[src/rtl/i2c_bus_arbiter_pkg.sv]
// Shared types and widths for the I2C/SCCB write-bus arbiter.
package i2c_arb_pkg;
  localparam int NUM_REQ_DEF = 3;
  localparam int CHIP_W      = 7;
  localparam int REG_W       = 8;
  localparam int DATA_W      = 8;

  typedef enum logic [2:0] {
    S_IDLE,
    S_GRANTED,
    S_ISSUE,
    S_WAIT,
    S_DONE
  } state_t;

  typedef struct packed {
    logic [CHIP_W-1:0] chip;
    logic [REG_W-1:0]  addr;
    logic [DATA_W-1:0] data;
  } cmd_t;
endpackage

[src/rtl/i2c_bus_arbiter_if.sv]
// Requester-side command bus plus the link to the shared write master.
interface i2c_bus_arbiter_if
  import i2c_arb_pkg::*;
#(
  parameter int NUM_REQ = NUM_REQ_DEF
);
  logic [NUM_REQ-1:0]        req;
  logic [NUM_REQ-1:0]        gnt;
  logic [NUM_REQ-1:0]        cmd_valid;
  logic [NUM_REQ-1:0]        cmd_ready;
  logic [CHIP_W*NUM_REQ-1:0] cmd_chip;
  logic [REG_W*NUM_REQ-1:0]  cmd_reg;
  logic [DATA_W*NUM_REQ-1:0] cmd_data;
  logic [NUM_REQ-1:0]        cmd_done;
  logic [NUM_REQ-1:0]        cmd_err;
  logic                      m_start;
  logic [CHIP_W-1:0]         m_chip;
  logic [REG_W-1:0]          m_reg;
  logic [DATA_W-1:0]         m_data;
  logic                      m_done;
  logic                      m_ack_err;

  modport master (
    input  req, cmd_valid, cmd_chip, cmd_reg, cmd_data, m_done, m_ack_err,
    output gnt, cmd_ready, cmd_done, cmd_err, m_start, m_chip, m_reg, m_data
  );

  modport slave (
    output req, cmd_valid, cmd_chip, cmd_reg, cmd_data, m_done, m_ack_err,
    input  gnt, cmd_ready, cmd_done, cmd_err, m_start, m_chip, m_reg, m_data
  );
endinterface

[src/rtl/i2c_bus_arbiter_rr.sv]
// Round-robin pick: search starts one past the last granted index.
module rr_arbiter #(
  parameter int N  = 3,
  parameter int PW = 2
) (
  input  logic [N-1:0]  req,
  input  logic [PW-1:0] last,
  output logic [N-1:0]  gnt,
  output logic [PW-1:0] idx
);
  logic [PW-1:0] j;

  // Walk from lowest to highest priority so the highest-priority hit lands last.
  always_comb begin
    gnt = '0;
    idx = '0;
    j   = '0;
    for (int k = N; k >= 1; k--) begin
      j = PW'((int'(last) + k) % N);
      if (req[j]) begin
        gnt    = '0;
        gnt[j] = 1'b1;
        idx    = j;
      end
    end
  end
endmodule

[src/rtl/i2c_bus_arbiter.sv]
// Shares one I2C/SCCB write master among NUM_REQ init engines, one write at a time.
module i2c_bus_arbiter
  import i2c_arb_pkg::*;
#(
  parameter int          NUM_REQ = NUM_REQ_DEF,
  parameter logic [23:0] TIMEOUT = 24'd12600000
) (
  input logic               clk,
  input logic               reset,
  i2c_bus_arbiter_if.master bus
);
  localparam int PW = (NUM_REQ > 1) ? $clog2(NUM_REQ) : 1;

  state_t             state_q, state_d;
  logic [NUM_REQ-1:0] gnt_q, gnt_d, win;
  logic [PW-1:0]      ptr_q, ptr_d, win_idx;
  cmd_t               cmd_q, cmd_d;
  cmd_t [NUM_REQ-1:0] cmds;
  logic [23:0]        cnt_q, cnt_d;
  logic               err_q, err_d;

  for (genvar gi = 0; gi < NUM_REQ; gi++) begin : g_unpack
    assign cmds[gi] = '{chip: bus.cmd_chip[gi*CHIP_W +: CHIP_W],
                        addr: bus.cmd_reg[gi*REG_W +: REG_W],
                        data: bus.cmd_data[gi*DATA_W +: DATA_W]};
  end

  rr_arbiter #(.N(NUM_REQ), .PW(PW)) u_rr (
    .req  (bus.req),
    .last (ptr_q),
    .gnt  (win),
    .idx  (win_idx)
  );

  always_ff @(posedge clk) begin
    if (!reset) begin
      state_q <= S_IDLE;
      gnt_q   <= '0;
      ptr_q   <= PW'(NUM_REQ - 1);
      cmd_q   <= '0;
      cnt_q   <= '0;
      err_q   <= 1'b0;
    end else begin
      state_q <= state_d;
      gnt_q   <= gnt_d;
      ptr_q   <= ptr_d;
      cmd_q   <= cmd_d;
      cnt_q   <= cnt_d;
      err_q   <= err_d;
    end
  end

  // ptr_q doubles as the current owner's index while a grant is held.
  always_comb begin
    state_d = state_q;
    gnt_d   = gnt_q;
    ptr_d   = ptr_q;
    cmd_d   = cmd_q;
    cnt_d   = cnt_q;
    err_d   = err_q;
    case (state_q)
      S_IDLE: if (|bus.req) begin
        gnt_d   = win;
        ptr_d   = win_idx;
        state_d = S_GRANTED;
      end
      S_GRANTED: begin
        if (bus.cmd_valid[ptr_q]) begin
          cmd_d   = cmds[ptr_q];
          state_d = S_ISSUE;
        end else if (!bus.req[ptr_q]) begin
          gnt_d   = '0;
          state_d = S_IDLE;
        end
      end
      S_ISSUE: begin
        cnt_d   = '0;
        state_d = S_WAIT;
      end
      S_WAIT: begin
        if (bus.m_done) begin
          err_d   = bus.m_ack_err;
          state_d = S_DONE;
        end else if (cnt_q >= TIMEOUT) begin
          err_d   = 1'b1;
          state_d = S_DONE;
        end else begin
          cnt_d = cnt_q + 24'd1;
        end
      end
      S_DONE: begin
        if (bus.req[ptr_q]) begin
          state_d = S_GRANTED;
        end else begin
          gnt_d   = '0;
          state_d = S_IDLE;
        end
      end
      default: begin
        gnt_d   = '0;
        state_d = S_IDLE;
      end
    endcase
  end

  assign bus.gnt       = gnt_q;
  assign bus.cmd_ready = (state_q == S_GRANTED) ? gnt_q : '0;
  assign bus.cmd_done  = (state_q == S_DONE) ? gnt_q : '0;
  assign bus.cmd_err   = (state_q == S_DONE && err_q) ? gnt_q : '0;
  assign bus.m_start   = (state_q == S_ISSUE);
  assign bus.m_chip    = cmd_q.chip;
  assign bus.m_reg     = cmd_q.addr;
  assign bus.m_data    = cmd_q.data;
endmodule

[src/flat_wrapper.sv]
// flat-port wrapper written by rule: the top's interface ports become plain ports
module i2c_bus_arbiter_flat import i2c_arb_pkg::*;
#(
  parameter int          NUM_REQ = NUM_REQ_DEF,
  parameter logic [23:0] TIMEOUT = 24'd12600000
)
  (clk, reset, bus_req, bus_cmd_valid, bus_cmd_chip, bus_cmd_reg, bus_cmd_data, bus_m_done, bus_m_ack_err, bus_gnt, bus_cmd_ready, bus_cmd_done, bus_cmd_err, bus_m_start, bus_m_chip, bus_m_reg, bus_m_data);
  i2c_bus_arbiter_if #(.NUM_REQ(NUM_REQ)) bus_i ();
  input logic clk;
  input logic reset;
  input wire logic [$bits(bus_i.req)-1:0] bus_req;
  input wire logic [$bits(bus_i.cmd_valid)-1:0] bus_cmd_valid;
  input wire logic [$bits(bus_i.cmd_chip)-1:0] bus_cmd_chip;
  input wire logic [$bits(bus_i.cmd_reg)-1:0] bus_cmd_reg;
  input wire logic [$bits(bus_i.cmd_data)-1:0] bus_cmd_data;
  input wire logic [$bits(bus_i.m_done)-1:0] bus_m_done;
  input wire logic [$bits(bus_i.m_ack_err)-1:0] bus_m_ack_err;
  output wire logic [$bits(bus_i.gnt)-1:0] bus_gnt;
  output wire logic [$bits(bus_i.cmd_ready)-1:0] bus_cmd_ready;
  output wire logic [$bits(bus_i.cmd_done)-1:0] bus_cmd_done;
  output wire logic [$bits(bus_i.cmd_err)-1:0] bus_cmd_err;
  output wire logic [$bits(bus_i.m_start)-1:0] bus_m_start;
  output wire logic [$bits(bus_i.m_chip)-1:0] bus_m_chip;
  output wire logic [$bits(bus_i.m_reg)-1:0] bus_m_reg;
  output wire logic [$bits(bus_i.m_data)-1:0] bus_m_data;
  assign bus_i.req = bus_req;
  assign bus_i.cmd_valid = bus_cmd_valid;
  assign bus_i.cmd_chip = bus_cmd_chip;
  assign bus_i.cmd_reg = bus_cmd_reg;
  assign bus_i.cmd_data = bus_cmd_data;
  assign bus_i.m_done = bus_m_done;
  assign bus_i.m_ack_err = bus_m_ack_err;
  assign bus_gnt = bus_i.gnt;
  assign bus_cmd_ready = bus_i.cmd_ready;
  assign bus_cmd_done = bus_i.cmd_done;
  assign bus_cmd_err = bus_i.cmd_err;
  assign bus_m_start = bus_i.m_start;
  assign bus_m_chip = bus_i.m_chip;
  assign bus_m_reg = bus_i.m_reg;
  assign bus_m_data = bus_i.m_data;
  i2c_bus_arbiter #(.NUM_REQ(NUM_REQ), .TIMEOUT(TIMEOUT)) u_core (.clk(clk), .reset(reset), .bus(bus_i));
endmodule
[config.mk]
export PLATFORM = sky130hd
export DESIGN_NAME = i2c_bus_arbiter_flat
export DESIGN_NICKNAME = d
export VERILOG_FILES = /design/src/rtl/i2c_bus_arbiter_pkg.sv /design/src/rtl/i2c_bus_arbiter_if.sv /design/src/rtl/i2c_bus_arbiter_rr.sv /design/src/rtl/i2c_bus_arbiter.sv /design/src/flat_wrapper.sv
export SDC_FILE = /design/constraint.sdc
export NUM_CORES = 1
export LEC_CHECK = 0
export CAP_MARGIN = 20
export CORE_MARGIN = 10
export CORE_UTILIZATION = 46
export CTS_CLUSTER_SIZE = 25
export DETAILED_ROUTE_END_ITERATION = 7
export PLACE_DENSITY = 0.86
export REMOVE_ABC_BUFFERS = 1
export SETUP_SLACK_MARGIN = 0.3
export SYNTH_ARGS = -nofsm -noshare
export SYNTH_HDL_FRONTEND = slang
export SYNTH_SLANG_ARGS = --single-unit
[constraint.sdc]
create_clock -name clk -period 2.86 [get_ports clk]
set_input_delay 0.572 -clock clk [delete_from_list [all_inputs] [get_ports clk]]
set_output_delay 0.572 -clock clk [all_outputs]
set_load 0.005 [all_outputs]
Yosys cells after proc, flatten, opt, wreduce, memory -nomap -nowiden --
Cells that the tools add are included.
Word-level totals: register bits after elaboration 56, logic and storage cells 92, bits of input ports 79, output and inout port bits 36
Operators by class: order comparisons 8, add/subtract/negate cells 4, eq/ne operators 10, bitwise logic cells 1, divide/modulo/power cells 3, multiplexer cells 43, reduce and logical (&&, ||, !) cells 15
Operators by type and width (count):
- 32-bit by 3-bit modulo with 32-bit output, second input constant | 3
- 24-bit two-way mux | 2
- 24-bit one-hot mux with 2 select lines | 1
- 23-bit binary-select mux with 2-bit select | 1
- 3-bit two-way mux | 14
- 24-bit by 1-bit adder with 24-bit output, second input constant | 1
- 24-bit >= comparator, second input constant | 1
- 23-bit two-way mux | 1
- 3-bit one-hot mux with 5 select lines | 1
- 2-bit by 3-bit less-than comparator with 1-bit output, second input constant | 4
- 3-bit one-hot mux with 4 select lines | 1
- 1-bit two-way mux | 11
- 1-bit binary-select mux with 2-bit select | 5
- 3-bit AND reduction | 3
- 2-bit by 2-bit adder with 3-bit output, second input constant | 2
- 1-bit demux with 2-bit select | 3
- 3-bit by 2-bit equality test with 1-bit output, second input constant | 2
- 2-bit by 1-bit >= comparator with 1-bit output, second input constant | 3
- 2-bit two-way mux | 3
- 2-bit != test, second input constant | 3
- 3-bit by 2-bit != test with 1-bit output, second input constant | 2
- 2-bit AND reduction | 3
- 1-bit logical AND | 4
- 2-bit nonzero test | 2
- other kinds (8) | 8

Longest topological paths before layout --
word-level depth 11, mapped depth 10, mapped depth without buffers 7

Cells and area by module --
A second synthesis with hierarchy kept.
Second synthesis, totals: cells, all modules 413, area, all modules 3410.8 µm²
Modules (own cells, without submodules):
- i2c_bus_arbiter | times used 1, sequential area each 1121.1 µm², area each 3106.7 µm², cells each 369
- rr_arbiter | times used 1, sequential area each 0.0 µm², area each 304.0 µm², cells each 44

Least setup slack after synthesis --
No wires, ideal clock.
path type register to register, start register u_core.ptr_q[0], end register u_core.gnt_q[0] (netlist: u_core.bus.gnt[0]), library setup time 93 ps, cell stages (with the launch flop) 11, slack 529 ps, data required time 2767 ps, buffers on the path 3, arrival time 2239 ps, cell sequence dfxtp_1 -> buf_2 -> buf_1 -> inv_1 -> ha_1 -> clkbuf_1 -> xor2_1 -> o21ai_0 -> o311ai_0 -> o21ai_0 -> o32ai_1
Between the ends: word-level cells in the longest chain between the ends 11, elaborated cells between the ends (all ways) 40, classes of those cells 3 x add/sub; 3 x div; 6 x order compare; 1 x eq/ne; 23 x mux; 4 x reduce/logical
RTL lines:
- start: declaration | RTL line i2c_bus_arbiter.sv:16 | logic [PW-1:0] ptr_q, ptr_d, win_idx;
- start signal: assignment | RTL line i2c_bus_arbiter.sv:39 | ptr_q <= PW'(NUM_REQ - 1);
- start signal: assignment | RTL line i2c_bus_arbiter.sv:46 | ptr_q <= ptr_d;
- 2-bit by 2-bit adder with 3-bit output | RTL line i2c_bus_arbiter_rr.sv:19 | j = PW'((int'(last) + k) % N);
- 32-bit by 3-bit modulo with 32-bit output | RTL line i2c_bus_arbiter_rr.sv:19
- 2-bit by 3-bit less-than comparator with 1-bit output (implied by the code) / 2-bit by 1-bit >= comparator with 1-bit output (equally long branches) | RTL line i2c_bus_arbiter_rr.sv:22 | gnt[j] = 1'b1;
- 1-bit logical AND (implied by the code) | RTL line i2c_bus_arbiter_rr.sv:22
- 1-bit two-way mux (implied by the code) | RTL line i2c_bus_arbiter_rr.sv:22
- 1-bit demux with 2-bit select | RTL line i2c_bus_arbiter_rr.sv:22
- 3-bit two-way mux (3 in series) | RTL line i2c_bus_arbiter_rr.sv:20 | if (req[j]) begin
- 3-bit two-way mux | RTL line i2c_bus_arbiter.sv:62 | S_IDLE: if (|bus.req) begin
- 3-bit one-hot mux with 4 select lines | RTL line i2c_bus_arbiter.sv:61 | case (state_q)
- end signal: assignment | RTL line i2c_bus_arbiter.sv:45 | gnt_q <= gnt_d;
- end: declaration | RTL line i2c_bus_arbiter.sv:15 | logic [NUM_REQ-1:0] gnt_q, gnt_d, win;
Several ways; a longest one is shown, not always the timed one. The select of a mux whose other input is x is not followed. A chain may end at the register's enable or synchronous reset.

Final worst setup path --
start register u_core.state_q[1], end output port bus_cmd_err[0]
Between the ends: word-level cells in the longest chain between the ends 3
RTL lines:
- start: declaration | RTL line i2c_bus_arbiter.sv:14 | state_t state_q, state_d;
- start signal: assignment | RTL line i2c_bus_arbiter.sv:44 | state_q <= state_d;
- 3-bit equality test | RTL line i2c_bus_arbiter.sv:109 | assign bus.cmd_err = (state_q == S_DONE && err_q) ? gnt_q : '0;
- 1-bit logical AND | RTL line i2c_bus_arbiter.sv:109
- 3-bit two-way mux | RTL line i2c_bus_arbiter.sv:109
- end: declaration | RTL line flat_wrapper.sv:21 | output wire logic [$bits(bus_i.cmd_err)-1:0] bus_cmd_err;
Every way passes these cells.

==> metrics <==
status completed; CP Capture Type output port; synth top area cells dfxtp_1, mux2i_1, nor2_1; multi-input combinational cell area 2050 sq um; slowest stage delay, CP 0.51 ns; die height 105 microns; Worst Setup Slack, final 0.493 ns; synthesized instance count 404; Layout area overhead 40.0%; crit path launch type flop; fin crit period 2.37 ns; CTS buffer count 5; dpl ws 0.134 ns; clk root buf clkbuf_8; upper clock frequency limit 422 MHz; count of cell types in the netlist 58; hold slack 0.502 ns; crit path kind flop to output port; Core Footprint 6910 sq um; Max Clock Skew 0.0125 ns; DR WL/cell 17.0 microns; Leak Pwr 0.00159 uW; GRT Overall Usage 0.183; Synth Warn # 0; clk slew on worst S/H paths 0.10 ns; GR Overflow Total 0; highest fanout seen on the critical path 10; routability congestion estimate 0.938; H-tree levels 2; hold endpoint u_core.bus.m_chip[1]$_SDFFE_PN0P_; sequential share of the synthesized area 0.338; # DRC 0; Max clock buf depth 2; clock tree sinks 56; HP Class flop to flop; post-route ant nets 0; hold depth 2; first-pass GRT wire length 17,200 microns; Slew HR 0.533; Slew @ Worst Pin 0.695 ns; Initial Util 0.481; pin count of the biggest net entering global routing 48; top_reg_cell synth dfxtp_1; Via density 5.70; final setup violation count 0; Worst VDD drop 0.337 mV; initial antenna violation count 0; CTS tree built; fillers 579; power per cell area 640 nW/um^2; # IOs 115; asr flop ratio synth 0; placed insts 595; synthesized area 3320 sq um; area occupied by registers 1120 sq um; setup TNS 0 ns; Clock Latency Late Sink 0.32 ns; Final Hold Viols 0; Max-cap violations 0; flip-flop count of the largest register after layout 24; worst-path cell chain nor2_1 > and2_1 > and3_1 > clkdlybuf4s50_1; CP required 2.29 ns; Post-synth EDFFs 0; R2R Path End u_core.cnt_q[22]$_SDFFE_PN0P_; fin crit share 0.828; RSZ-0062 raised after global routing no; final wirelength 10,300 microns; Die W 105 microns; Worst EP arrival 1.80 ns; DR iter-0 viols 157; die area 11,000 sq um; leading cell type in the layout, fill and taps excluded clkdlybuf4s50_1; share of the synthesized area in the top cell type 0.338; Slew Limit Fails 0; r2r setup slk 0.65 ns; DRT Pass-1 Iters 4; Yosys top cell by area dfxtp_1; fin cells 605; PortBufs 114; hpwl dp 8200 microns; Total Power 2970 uW; worst min-delay path startpoint u_core.bus.m_chip[1]$_SDFFE_PN0P_; Antenna diodes 0; share of layout cells above drive strength 1 0.0629; Yosys reg bits 56; syn avg cell area 8.22 sq um; Crit-path slowest cell clkdlybuf4s50_1; worst r2r src u_core.cnt_q[10]$_SDFFE_PN0P_; vias in the first global route 3,471; cts repair resizes 0; commonest non-fill, non-tap cells in the layout clkdlybuf4s50_1, nor2_1, dfxtp_1; DR vias 3,446; worst-case reg-to-reg path depth 5; nets 591; Site Rows 30
worst max-delay path, delay by kind of cell (launching register included):
| kind | cells | cell delay [ns] |
|---|---|---|
| simple gates | 3 | 0.56 |
| flops | 1 | 0.41 |
| buf+inv | 1 | 0.51 |
worst max path at each step:
stage / cells after the start / startpoint / to
final: 4 / u_core.state_q[1]$_SDFFE_PN0P_ / bus_cmd_err[0]
after CTS: 4 / u_core.state_q[1]$_SDFFE_PN0P_ / bus_cmd_err[0]
after global routing: 6 / bus_m_done / u_core.cnt_q[22]$_SDFFE_PN0P_
after detailed placement: 6 / bus_m_done / u_core.cnt_q[18]$_SDFFE_PN0P_
after floorplan: 5 / u_core.ptr_q[0]$_SDFFE_PN0P_ / u_core.bus.m_chip[0]$_SDFFE_PN0P_
after global placement: 6 / bus_m_done / u_core.cnt_q[16]$_SDFFE_PN0P_
per-layer routing:
metal	vias up	global-route usage	wire [microns]
met5	-	0	0
li1	1720	-	-
met1	1595	0.204	3980
met4	0	0.0490	118
met2	120	0.307	5080
met3	11	0.0872	1120
through the flow:
step / util / instance area [sq um]
3_5_place_dp: 0.657 / 4530
3_3_place_gp: 0.657 / 4530
5_1_grt: 0.673 / 4650
4_1_cts: 0.670 / 4630
2_1_floorplan: - / 3200
6_report: 0.673 / 4650
Yosys cell counts, drive strengths merged (4+ instances only):
master and instances:
nor3 8, and3 16, a2111oi 4, xnor2 5, nand4 4, or4 7, o31ai 7, ha 4
buf 10, mux2i 26, clkbuf 19, inv 6, a211oi 25, o21ai 9, a31oi 5, dfxtp 56
nand3 9, nand2 21, o211ai 6, a31o 4, nor2 67, a21oi 39
where the power goes:
group | internal [uW] | total (uW) | switching, uW
Clock | 181 | 466 | 286
Combinational | 694 | 1470 | 772
Sequential | 929 | 1040 | 110
what timing repair did:
| action | in CTS | in global routing |
|---|---|---|
| setup buffers | 0 | 2 |
| endpoints found under the setup margin | 0 | 4 |
| hold buffers | 0 | 0 |
kinds of logic (layout without fill, tap and decap cells):
logic type | after synthesis | after routing | synth area share
adders and majority gates | 5 | 5 | 0.0181
DFF | 56 | 56 | 0.338
AOI/OAI and AO/OA | 119 | 119 | 0.267
muxes | 27 | 27 | 0.0818
and+or+nand+nor | 153 | 153 | 0.230
buffers and inverters | 36 | 141 | 0.0445
xor gates and xnor gates | 8 | 8 | 0.0211
final cells by class:
| cell class | count | area share |
|---|---|---|
| inverters | 7 | 0.00566 |
| repair buffers | 126 | 0.265 |
| well taps | 96 | 0.0259 |
| flip-flops and latches | 56 | 0.241 |
| multi-input cells | 312 | 0.441 |
| clock inverters | 3 | 0.00593 |
| clock buffers | 5 | 0.0148 |
(Power assumes the default switching activity.)
